## config.mk

```make
export PLATFORM = sky130hd
export DESIGN_NAME = mem_responder
export DESIGN_NICKNAME = d
export VERILOG_FILES = /design/src/rtl/mem_pkg.sv /design/src/rtl/access_timer.sv /design/src/rtl/mem_responder.sv
export SDC_FILE = /design/constraint.sdc
export NUM_CORES = 1
export LEC_CHECK = 0
export CAP_MARGIN = 10
export CORE_MARGIN = 4
export CORE_UTILIZATION = 51
export DETAILED_ROUTE_END_ITERATION = 10
export HOLD_SLACK_MARGIN = 0.06
export PLACE_DENSITY = 0.85
export SLEW_MARGIN = 10
export SYNTH_ARGS = -nofsm -noshare
export SYNTH_HDL_FRONTEND = slang
export SYNTH_SLANG_ARGS = --single-unit
```

## constraint.sdc

```tcl
create_clock -name clk -period 4 [get_ports clk]
set_input_delay 0.6 -clock clk [delete_from_list [all_inputs] [get_ports clk]]
set_output_delay 0.6 -clock clk [all_outputs]
set_load 0.01 [all_outputs]
```

## src/rtl/mem_pkg.sv

```systemverilog
// Shared definitions for the memory responder: CPU port control codes,
// responder state encoding and the legal range of the SRAM access length.
package mem_pkg;

    localparam logic [1:0] MEM_NONE  = 2'b00;
    localparam logic [1:0] MEM_READ  = 2'b01;
    localparam logic [1:0] MEM_WRITE = 2'b10;
    localparam logic [1:0] MEM_RSVD  = 2'b11;

    localparam int ACCESS_CYCLES_MIN = 2;
    localparam int ACCESS_CYCLES_MAX = 15;

    typedef enum logic [2:0] {
        ST_IDLE    = 3'd0,
        ST_DATA_RD = 3'd1,
        ST_DATA_WR = 3'd2,
        ST_INST_RD = 3'd3,
        ST_DONE    = 3'd4
    } state_t;

    function automatic logic is_access(input state_t s);
        return (s == ST_DATA_RD) || (s == ST_DATA_WR) || (s == ST_INST_RD);
    endfunction

endpackage

```

## src/rtl/access_timer.sv

```systemverilog
// Down-counter that times one SRAM access; reloads on entry to an access
// state and flags the last cycle both for now and for the coming cycle.
module access_timer #(
    parameter int LOAD_VALUE = 1
) (
    input  logic clk,
    input  logic rst,
    input  logic load,
    output logic last,
    output logic last_next
);

    logic [3:0] count;
    logic [3:0] count_next;

    always_comb begin
        count_next = count;
        if (load) begin
            count_next = 4'(LOAD_VALUE);
        end else if (count != 4'd0) begin
            count_next = count - 4'd1;
        end
    end

    always_ff @(posedge clk) begin
        if (!rst) begin
            count <= 4'd0;
        end else begin
            count <= count_next;
        end
    end

    assign last      = (count == 4'd0);
    assign last_next = (count_next == 4'd0);

endmodule

```

## src/rtl/mem_responder.sv

```systemverilog
// Serialises a data-port access and an instruction fetch onto one async SRAM
// per round, pulsing ready for one cycle when both are done.
//
// state   | meaning
// --------+-----------------------------------------------------------
// IDLE    | capture CPU requests, pick first access of the round
// DATA_RD | data-port read from SRAM, ACCESS_CYCLES long
// DATA_WR | data-port write to SRAM, WE released on the last cycle
// INST_RD | instruction fetch from SRAM, ACCESS_CYCLES long
// DONE    | ready pulse, SRAM idle
module mem_responder
    import mem_pkg::*;
#(
    parameter int ADDR_W        = 16,
    parameter int DATA_W        = 16,
    parameter int ACCESS_CYCLES = 2
) (
    input  logic              clk,
    input  logic              rst,
    input  logic [ADDR_W-1:0] a_addr,
    input  logic [DATA_W-1:0] a_wdata,
    input  logic [1:0]        a_ctrl,
    input  logic [ADDR_W-1:0] b_addr,
    output logic [DATA_W-1:0] a_rdata,
    output logic [DATA_W-1:0] b_rdata,
    output logic              ready,
    output logic [ADDR_W-1:0] sram_addr,
    output logic [DATA_W-1:0] sram_dout,
    output logic              sram_dout_en,
    input  logic [DATA_W-1:0] sram_din,
    output logic              sram_ce_n,
    output logic              sram_oe_n,
    output logic              sram_we_n
);

    if (ACCESS_CYCLES < ACCESS_CYCLES_MIN || ACCESS_CYCLES > ACCESS_CYCLES_MAX) begin : g_bad_access
        $error("mem_responder: ACCESS_CYCLES out of range");
    end

    state_t state, next_state;
    logic [ADDR_W-1:0] a_addr_q, b_addr_q, a_addr_cur, b_addr_cur;
    logic [DATA_W-1:0] a_wdata_q, a_wdata_cur;
    logic last, last_next, timer_load;

    access_timer #(.LOAD_VALUE(ACCESS_CYCLES - 1)) u_timer (
        .clk       (clk),
        .rst       (rst),
        .load      (timer_load),
        .last      (last),
        .last_next (last_next)
    );

    // The first access of a round is set up on the same edge that captures
    // the request, so it must see the live inputs rather than the latches.
    assign a_addr_cur  = (state == ST_IDLE) ? a_addr  : a_addr_q;
    assign a_wdata_cur = (state == ST_IDLE) ? a_wdata : a_wdata_q;
    assign b_addr_cur  = (state == ST_IDLE) ? b_addr  : b_addr_q;

    always_comb begin
        next_state = state;
        case (state)
            ST_IDLE: begin
                case (a_ctrl)
                    MEM_READ:  next_state = ST_DATA_RD;
                    MEM_WRITE: next_state = ST_DATA_WR;
                    default:   next_state = ST_INST_RD;
                endcase
            end
            ST_DATA_RD, ST_DATA_WR: if (last) next_state = ST_INST_RD;
            ST_INST_RD:             if (last) next_state = ST_DONE;
            ST_DONE:                next_state = ST_IDLE;
            default:                next_state = ST_IDLE;
        endcase
    end

    assign timer_load = is_access(next_state) && (next_state != state);

    always_ff @(posedge clk) begin
        if (!rst) begin
            state <= ST_IDLE;
        end else begin
            state <= next_state;
        end
    end

    always_ff @(posedge clk) begin
        if (!rst) begin
            a_addr_q     <= '0;
            b_addr_q     <= '0;
            a_wdata_q    <= '0;
            a_rdata      <= '0;
            b_rdata      <= '0;
            ready        <= 1'b0;
            sram_addr    <= '0;
            sram_dout    <= '0;
            sram_dout_en <= 1'b0;
            sram_ce_n    <= 1'b1;
            sram_oe_n    <= 1'b1;
            sram_we_n    <= 1'b1;
        end else begin
            if (state == ST_IDLE) begin
                a_addr_q  <= a_addr;
                b_addr_q  <= b_addr;
                a_wdata_q <= a_wdata;
            end
            if (state == ST_DATA_RD && last) a_rdata <= sram_din;
            if (state == ST_INST_RD && last) b_rdata <= sram_din;

            ready        <= (next_state == ST_DONE);
            sram_dout_en <= 1'b0;
            sram_ce_n    <= 1'b1;
            sram_oe_n    <= 1'b1;
            sram_we_n    <= 1'b1;
            case (next_state)
                ST_DATA_RD: begin
                    sram_addr <= a_addr_cur;
                    sram_ce_n <= 1'b0;
                    sram_oe_n <= 1'b0;
                end
                ST_DATA_WR: begin
                    sram_addr    <= a_addr_cur;
                    sram_dout    <= a_wdata_cur;
                    sram_dout_en <= 1'b1;
                    sram_ce_n    <= 1'b0;
                    sram_we_n    <= last_next;
                end
                ST_INST_RD: begin
                    sram_addr <= b_addr_cur;
                    sram_ce_n <= 1'b0;
                    sram_oe_n <= 1'b0;
                end
                default: ;
            endcase
        end
    end

endmodule

```

### Word level (Yosys, flattened, before mapping)

Index checks and enable logic that the tools add are counted.

* output and inout bits: 69
* register bits after elaboration: 124
* input port bits: 68

* equality and inequality tests: 10
* muxes and demuxes: 13
* reductions and logical operators: 15
* add/sub/neg operators: 1

Operators with widths (count)
* $mux 16: 3
* $pmux 16 s2: 1
* $eq 3x2->1 const B: 4
* $pmux 3 s3: 1
* $logic_not 4->1: 2
* $mux 4: 2
* $eq 3x1->1 const B: 2
* $mux 3: 2
* $reduce_or 2->1: 3
* $pmux 2 s2: 1
* $reduce_bool 4->1: 1
* $sub 4x1->4 const B: 1
* $eq 3x3->1 const B: 1
* $logic_and 1x1->1: 3
* $logic_not 3->1: 1
* $mux 1: 3
* $ne 3x3->1: 1
* $reduce_or 3->1: 1
* $eq 2x1->1 const B: 1
* $eq 2x2->1 const B: 1
* $logic_or 1x1->1: 2
* $reduce_and 2->1: 1
* $reduce_bool 2->1: 1

### Depth between registers and ports, before layout

Gate-level depths: netlist of run 1.

* depth after elaboration: 9
* gate-level depth with buffers: 9
* depth with buffers taken out: 7

### Hierarchy

A second synthesis of run 1 with hierarchy kept.

* cells, all modules: 505
* area, all modules: 4924.7 µm²

By module, submodules not included
* mem_responder: cells each 481, area an instance 4695.8 µm², sequential area each 2402.3 µm², times used 1
* access_timer: cells each 24, area an instance 229.0 µm², sequential area each 80.1 µm², times used 1

### Least setup slack after synthesis of run 1

Ideal clock, no wire load.

* path type: register to register
* start: register u_timer.count[0]
* end: register b_rdata[10]
* data arrival time: 1837 ps
* path slack: 2031 ps
* buffers on the path: 3
* cell stages (with the launch flop): 10
* cells stage by stage: dfxtp_1 -> inv_1 -> ha_1 -> or3b_1 -> buf_6 -> or3_1 -> buf_2 -> buf_6 -> nand2_1 -> a21oi_1

* word-level cells in the longest chain between the ends: 2

Ends and longest elaborated chain
* start, declared: RTL line access_timer.sv:13 `logic [3:0] count;`
* start signal, assigned: RTL line access_timer.sv:29 `count <= count_next;`
* $logic_not 4->1: RTL line access_timer.sv:33 `assign last = (count == 4'd0);`
* $logic_and 1x1->1: RTL line mem_responder.sv:107 `if (state == ST_INST_RD && last) b_rdata <= sram_din;`
* end signal, assigned: RTL line mem_responder.sv:107
* end, declared: RTL line mem_responder.sv:25 `output logic [DATA_W-1:0] b_rdata,`

No other way between the ends.
A chain may end at the register's enable or synchronous reset.

### Worst setup path in the final report of run 1

* start: register u_timer.count[0]
* end: register sram_dout[13]

* word-level cells in the longest chain between the ends: 4
* elaborated cells between the ends (all ways): 5

Ends and longest elaborated chain
* $logic_not 4->1 *: RTL line access_timer.sv:33
* $mux 3 (on tied branches): RTL line mem_responder.sv:70, mem_responder.sv:69
* $pmux 3 s3 *: RTL line mem_responder.sv:61 `case (state)`
* $eq 3x2->1 *: RTL line mem_responder.sv:114 `case (next_state)`
* end signal, assigned: RTL line mem_responder.sv:122 `sram_dout <= a_wdata_cur;`
* end, declared: RTL line mem_responder.sv:28 `output logic [DATA_W-1:0] sram_dout,`

Mark *: on every way between the ends. The rest lies on a longest branch, timed or not.

==> metrics.md, run 1 <==
| Metric | Value |
|---|---|
| Iteration-0 DRC Markers | `~140` |
| Drt first pass iters | `4` |
| Number of vias after detailed routing | `4032` |
| GR Util All Layers | `0.224` |
| Ys Warns | `0` |
| Crit path max-delay cell type | `nor3_4` |
| # hold bufs at CTS | `0` |
| Wirelength per Cell | `around 16 um` |
| DIE WIDTH | `106 um` |
| Initial antenna violation count | `0` |
| Clock sinks | `~120` |
| Final setup fails | `0` |
| Worst setup EP type | `flip-flop` |
| Final Hold Vio Count | `0` |
| Crit start category | `flip-flop` |
| Setup bufs post-CTS | `0` |
| Largest net degree at the start of global routing | `58` |
| Syn Std Cell Area | `a little under 5000 sq um` |
| Post-synth cell types | `42` |
| Later-pin clock latency in the skew report | `0.50 ns` |
| Syn avg cell area | `a little under 10 sq um` |
| Fin cells | `767` |
| Worst EP arrival | `3.07 ns` |
| Setup TNS Final | `0 ns` |
| Nets@finish | `approximately 690` |
| Worst endpoint required time | `around 4.4 ns` |
| Post-DP HPWL | `roughly 8.3 mm` |
| Cells after DPL | `roughly 740` |
| Leakage | `approximately 2.7 nW` |
| RSZ-0062 raised after global routing | `false` |
| Fmax | `373 MHz` |
| Final ANT Viol Nets | `0` |
| Total gr overflow | `0` |
| Clk_skew | `between 0.01 and 0.015 ns` |
| Register area share after synthesis | `0.510` |
| Rows | `35` |
| Longest Clk Path Bufs | `2` |
| Max FO, Critical Path | `32` |
| Class of the worst hold path | `reg -> reg` |
| Clk slew on worst S/H paths | `roughly 0.07 ns` |
| Crit path kind | `reg -> reg` |
| Clock Tree Root | `clkbuf_8` |
| Max Slew Vio Count | `0` |
| RePlAce Congestion | `0.826` |
| Area growth, synth to finish | `40.3%` |
| Die H | `~110 um` |
| Syn Inst Count | `500` |
| Vias per inst | `between 5 and 6` |
| Synth Net Count | `approximately 570` |
| First-pass GRT wire length | `~20 mm` |
| Ant diodes | `0` |
| CTS tree | `built` |
| Max-slew headroom | `0.252` |
| CTS HTree Levels | `4` |
| Ratio of cells with drive above 1 in the final layout | `0.107` |
| Max cap viols | `0` |
| Hold path depth | `2` |
| Slew @ Worst Pin | `about 1.1 ns` |
| Starting Density | `0.526` |
| CP Cell Sequence | `inv_1 -> ha_1 -> or3b_1 -> a21oi_2 -> nor3_4 -> nor2_1 -> a211oi_1` |
| Io pins | `around 140` |
| Synth Register Bits | `between 100 and 150` |
| WL final | `12.4 mm` |
| Worst vdd ir | `about 0.00039 V` |
| TritonCTS Buffers | `17` |
| Status | `finished, final reports clean` |
| Cell area power density | `around 700 nW/um^2` |
| Die ar. | `approximately 11000 sq um` |
| DRC | `0` |
| CP peak stage delay | `0.86 ns` |
| Port bufs | `~140` |
| Core ar. | `just over 9000 sq um` |
| Hold slack | `0.455 ns` |
| Period utilization | `0.670` |
| Cells on worst reg2reg path | `7` |
| Post-CTS Resized | `0` |
| Vias in the first global route | `between 4000 and 5000` |
| Min cycle time layout | `between 2 and 3 ns` |
==> layout by cell type (no fill, tap or decap), types with 4 or more instances in the layout <==
master           Yosys  routed
clkdlybuf4s50_1      0     136
dfxtp_1            124     124
nor2_1              74      74
nand2_1             72      72
mux2i_1             60      60
a21oi_1             38      38
a211oi_1            16      16
clkbuf_16            0      16
inv_1               16      15
o22ai_2              9       9
nand2b_1             7       7
mux2_4               7       7
inv_6                0       6
mux2_2               5       5
nor3_4               3       4
o211ai_1             4       4
==> final timing paths <==
kind	from	end	slack (ns)
min reg2reg	a_rdata[5]	a_rdata[5]	0.45
min	a_rdata[5]	a_rdata[5]	0.45
max reg2reg	u_timer.count[0]	sram_dout[13]	1.32
max	u_timer.count[0]	sram_dout[13]	1.32
==> through the flow <==
| stage | utilization | power (mW) | cell area, sq um | setup WS [ns] |
|---|---|---|---|---|
| finish | 0.738 | 4.69 | 6820 | 1.32 |
| CTS | 0.738 | 4.71 | 6820 | 1.29 |
| global placement | 0.672 | 3.06 | 6210 | 1.28 |
| floorplan | - | 2.63 | 4860 | 2.03 |
| global route | 0.738 | 4.92 | 6820 | 0.967 |
| detailed placement | 0.672 | 3.12 | 6210 | 1.15 |
==> report_power, final <==
part / total [mW] / switching [mW] / internal [mW]
clock network: 1.57 / 0.598 / 0.973
registers: 1.62 / 0.142 / 1.48
logic: 1.50 / 0.752 / 0.743
==> cell usage after synthesis (all sizes together) <==
library cell  instances  area (sq um)
dfxtp               124          2480
nor2                 74           278
nand2                73           277
mux2i                60           601
a21oi                39           199
buf                  25           176
a211oi               16           120
inv                  16          60.1
mux2                 12           161
o22ai                12           131
clkbuf                8          30.0
nand2b                7          43.8
nor3                  6          68.8
o211ai                4          30.0
or3                   3          18.8
nor2b                 2          12.5
nor3b                 2          20.0
o211a                 2          20.0
xor2                  2          17.5
a22oi                 1          7.51
a2bb2oi               1          15.0
a31oi                 1          12.5
ha                    1          12.5
nand3b                1          7.51
nor4                  1          6.26
o21ai                 1          5.00
o21bai                1          7.51
o41ai                 1          8.76
or2                   1          6.26
or3b                  1          8.76
or4b                  1          10.0
xnor2                 1          8.76
==> layer usage <==
metal  global-route usage  part of all wire
met2                0.395              0.51
met1                0.253              0.41
met4               0.0712             0.013
met5                    0                 0
met3               0.0759             0.069
==> registers in the layout, indices dropped and copies added, names as in the netlist, 3 cells and up <==
signal,count
b_rdata,16
state,3
sram_addr,16
b_addr_q,16
a_wdata_q,16
a_addr_q,16
u_timer.count,4
a_rdata,16
sram_dout,16
==> layout make-up <==
cell class | instances | area, sq um
timing repair buffer | 139 | 1380
clock buffer | 17 | 414
clock inverter | 15 | 199
fill | 630 | 2420
sequential | 124 | 2480
tap | 129 | 161
inverter | 16 | 60.1
multi-input combinational | 327 | 2120
==> worst max-delay path: cells and delay by family (launching register included) <==
family,cells,cell delay (ns)
DFF,1,0.40
buffers and inverters,1,0.09
and+or+nand+nor,3,1.38
AOI/OAI and AO/OA,2,0.43
adders and majority gates,1,0.27
==> cell families (layout without fill, tap and decap cells) <==
group                      after synthesis  count (layout)  share of synthesized area
muxes                                   72              72                      0.157
DFF                                    124             124                      0.510
buffers and inverters                   49             187                     0.0548
AOI/OAI and AO/OA                       79              79                      0.114
adders and majority gates                1               1                    0.00257
xor gates and xnor gates                 3               3                    0.00540
and+or+nand+nor                        172             172                      0.156
(Power assumes the default switching activity.)
==> run 2, diff against run 1 <==
--- a/config.mk
+++ b/config.mk
@@ -7,10 +7,10 @@
 export LEC_CHECK = 0
 export CAP_MARGIN = 10
 export CORE_MARGIN = 4
-export CORE_UTILIZATION = 51
+export CORE_UTILIZATION = 43
 export DETAILED_ROUTE_END_ITERATION = 10
 export HOLD_SLACK_MARGIN = 0.06
-export PLACE_DENSITY = 0.85
+export PLACE_DENSITY = 0.76
 export SLEW_MARGIN = 10
 export SYNTH_ARGS = -nofsm -noshare
 export SYNTH_HDL_FRONTEND = slang
==> constraint.sdc (replaced) <==
create_clock -name clk -period 2.3 [get_ports clk]
set_input_delay 0.345 -clock clk [delete_from_list [all_inputs] [get_ports clk]]
set_output_delay 0.345 -clock clk [all_outputs]
set_load 0.01 [all_outputs]
==> run 2 against run 1 <==
  * Non-clock buffer count rose by 12
  * Worst setup slack got worse by 1.1 ns
  * Die area rose by 17%
  * Clock skew rose by 0.0020 ns
  * Maximum frequency rose by 26%
  * First-iteration DRC count rose by 76%
  * Design area rose by 2.3%
  * Critical path depth rose by 1
  * Total power rose by 75%
  * Critical endpoint is now sram_addr[5]
  * Largest cell class unchanged
  * Highest routed layer unchanged
==> metrics.md, run 2 (same netlist as run 1, synthesis figures left out) <==
| Metric | Value |
|---|---|
| Vias in the first global route | `4129 (-2.0%)` |
| CTS tree | `built` |
| Wirelength per Cell | `15.2 um (-5.7%)` |
| Crit path kind | `reg -> reg` |
| P_int | `5.62 mW (+76%)` |
| Final setup fails | `0 (unchanged)` |
| WL final | `12.0 mm (-2.8%)` |
| Worst reg2reg path startpoint | `u_timer.count[0]` |
| Clock Tree Root | `clkbuf_16` |
| Nets@finish | `706 (+1.7%)` |
| GR Util All Layers | `0.185 (-0.0391)` |
| Starting Density | `0.445 (-0.0816)` |
| Port bufs | `136 (unchanged)` |
| Largest net degree at the start of global routing | `44 (-24%)` |
| Clk_skew | `0.0137 ns (+0.00205 ns)` |
| Post-DP HPWL | `8.32 mm (-0.28%)` |
| Area growth, synth to finish | `43.6%` |
| # hold bufs at CTS | `0 (unchanged)` |
| Worst setup margin | `0.177 ns (-1.14 ns)` |
| Total Power | `8.20 mW (+75%)` |
| Commonest non-fill, non-tap cells in the layout | `136 x clkdlybuf4s50_1, 124 x dfxtp_1, 74 x nor2_1, 72 x nand2_1, 60 x mux2i_1` |
| First-pass GRT wire length | `19.3 mm (-4.1%)` |
| Max cap viols | `0 (unchanged)` |
| Cell area power density | `1170 nW/um^2 (+71%)` |
| Max Slew Vio Count | `0 (unchanged)` |
| Initial antenna violation count | `0 (unchanged)` |
| Rows | `38 (+8.6%)` |
| Min cycle time layout | `2.12 ns (-0.557 ns)` |
| TritonCTS Buffers | `17 (unchanged)` |
| Later-pin clock latency in the skew report | `0.40 ns (-0.10 ns)` |
| Switching Power | `2.58 mW (+73%)` |
| Number of vias after detailed routing | `4013 (-0.47%)` |
| Hold Startpoint | `b_rdata[15]` |
| Total gr overflow | `0 (unchanged)` |
| CP Cell Sequence | `inv_1 -> ha_2 -> nor3b_4 -> a31oi_2 -> nand2_2 -> buf_12 -> mux2_2 -> o22ai_1` |
| CP top delay family | `simple AND/OR/NAND/NOR gates` |
| Iteration-0 DRC Markers | `243 (+76%)` |
| Post-CTS Resized | `0 (unchanged)` |
| DIE WIDTH | `114 um (+8.2%)` |
| Die ar. | `13100 sq um (+17%)` |
| DRC | `0 (unchanged)` |
| Clk pwr share | `0.323 (-0.012)` |
| Crit path max-delay cell type | `mux2_2` |
| Setup TNS Final | `0 ns (unchanged)` |
| Max FO, Critical Path | `25 (-22%)` |
| Crit start category | `flip-flop` |
| Switching share of power | `0.314 (-0.00396)` |
| Most common cell after layout, fill and taps aside | `clkdlybuf4s50_1` |
| Clock sinks | `124 (unchanged)` |
| Die H | `114 um (+8.2%)` |
| Final ANT Viol Nets | `0 (unchanged)` |
| Clk slew on worst S/H paths | `0.06 ns (about the same)` |
| Ant diodes | `0 (unchanged)` |
| Class of the worst hold path | `reg -> reg` |
| Combinational share of power | `0.335 (+0.016)` |
| Fmax | `471 MHz (+26%)` |
| CTS HTree Levels | `4 (unchanged)` |
| Critical Path Start | `u_timer.count[0]` |
| Worst setup EP type | `flip-flop` |
| Drt first pass iters | `4 (unchanged)` |
| Setup bufs post-CTS | `0 (unchanged)` |
| Sequential share of power | `0.342 (-0.004)` |
| Ratio of cells with drive above 1 in the final layout | `0.128 (+0.0211)` |
| Vias per inst | `5.08 (-3.4%)` |
| Leakage | `2.74 nW (+2.6%)` |
| Longest Clk Path Bufs | `2 (unchanged)` |
| Core ar. | `10900 sq um (+18%)` |
| Worst EP arrival | `2.46 ns (-0.61 ns)` |
| Io pins | `137 (unchanged)` |
| Worst slack at placement | `0.104 ns (-1.05 ns)` |
| RSZ-0062 raised after global routing | `false` |
| RePlAce Congestion | `0.804 (-2.6%)` |
| Status | `finished, final reports clean` |
| Slew @ Worst Pin | `0.697 ns (-0.421 ns)` |
| Worst vdd ir | `0.000588 V (+52%)` |
| CP peak stage delay | `0.36 ns (-0.50 ns)` |
| Max-slew headroom | `0.535 (+0.283)` |
| Worst endpoint required time | `2.63 ns (-1.77 ns)` |
| CP bufs+invs | `2 (+1)` |
| Period utilization | `0.923 (+0.253)` |
| Final Hold Vio Count | `0 (unchanged)` |
run 2: cell types whose count changed in the layout (fill, tap and decap cells not counted), moves of 3 or more:
cell | before | now
buf_4 | 3 | 10
buf_12 | 0 | 5
clkinv_2 | 0 | 3
inv_6 | 6 | 3
run 2: path summary, 6_finish.rpt:
kind	end	slack [ns]	depth (start not counted)
max	sram_addr[5]	0.18	8
min	b_rdata[15]	0.45	2
max reg2reg	sram_addr[5]	0.18	8
min reg2reg	b_rdata[15]	0.45	2
run 2: power groups by stage:
stage	logic (mW)	clock network, mW	registers (mW)
detailed placement	2.72	0	2.84
global route	2.99	2.79	2.85
CTS	2.75	2.69	2.81
finish	2.75	2.65	2.80
floorplan	1.69	0	2.89
global placement	2.63	0	2.83
run 2: tightest hold or removal path: cells and delay by family, from the launching register on:
| family | cells | cell delay, ns |
|---|---|---|
| flops | 1 | 0.31 |
| compound gates | 1 | 0.05 |
| simple gates | 1 | 0.05 |
run 2: cell type report:
cell class	count	area, sq um
Tap cell	140	175
Clock inverter	15	165
Multi-Input combinational cell	327	2140
Sequential cell	124	2480
Clock buffer	17	425
Timing Repair Buffer	151	1540
Inverter	16	60.1
Fill cell	871	3950
run 2: stage by stage:
stage	cell area, sq um	hold WS, ns	utilization	std cells
4_1_cts	6970	0.457	0.637	790
3_5_place_dp	6370	0.448	0.583	758
2_1_floorplan	4860	0.407	-	500
3_3_place_gp	6370	0.441	0.583	758
6_report	6980	0.454	0.638	790
5_1_grt	6980	0.475	0.638	790
run 2: layer usage:
layer  up-vias  GRT usage  share of wire
li1       1956          -              -
met1      1894      0.221           0.42
met2       139      0.310           0.49
met3        24     0.0470          0.063
met4         0     0.0863          0.024
met5         -          0              0
==> run 3, diff against run 2 <==
--- a/config.mk
+++ b/config.mk
@@ -8,6 +8,7 @@
 export CAP_MARGIN = 10
 export CORE_MARGIN = 4
 export CORE_UTILIZATION = 43
+export CTS_CLUSTER_SIZE = 16
 export DETAILED_ROUTE_END_ITERATION = 10
 export HOLD_SLACK_MARGIN = 0.06
 export PLACE_DENSITY = 0.76
==> results of run 3 <==
No change in the layout: final DEF, timing and power equal those of run 2.
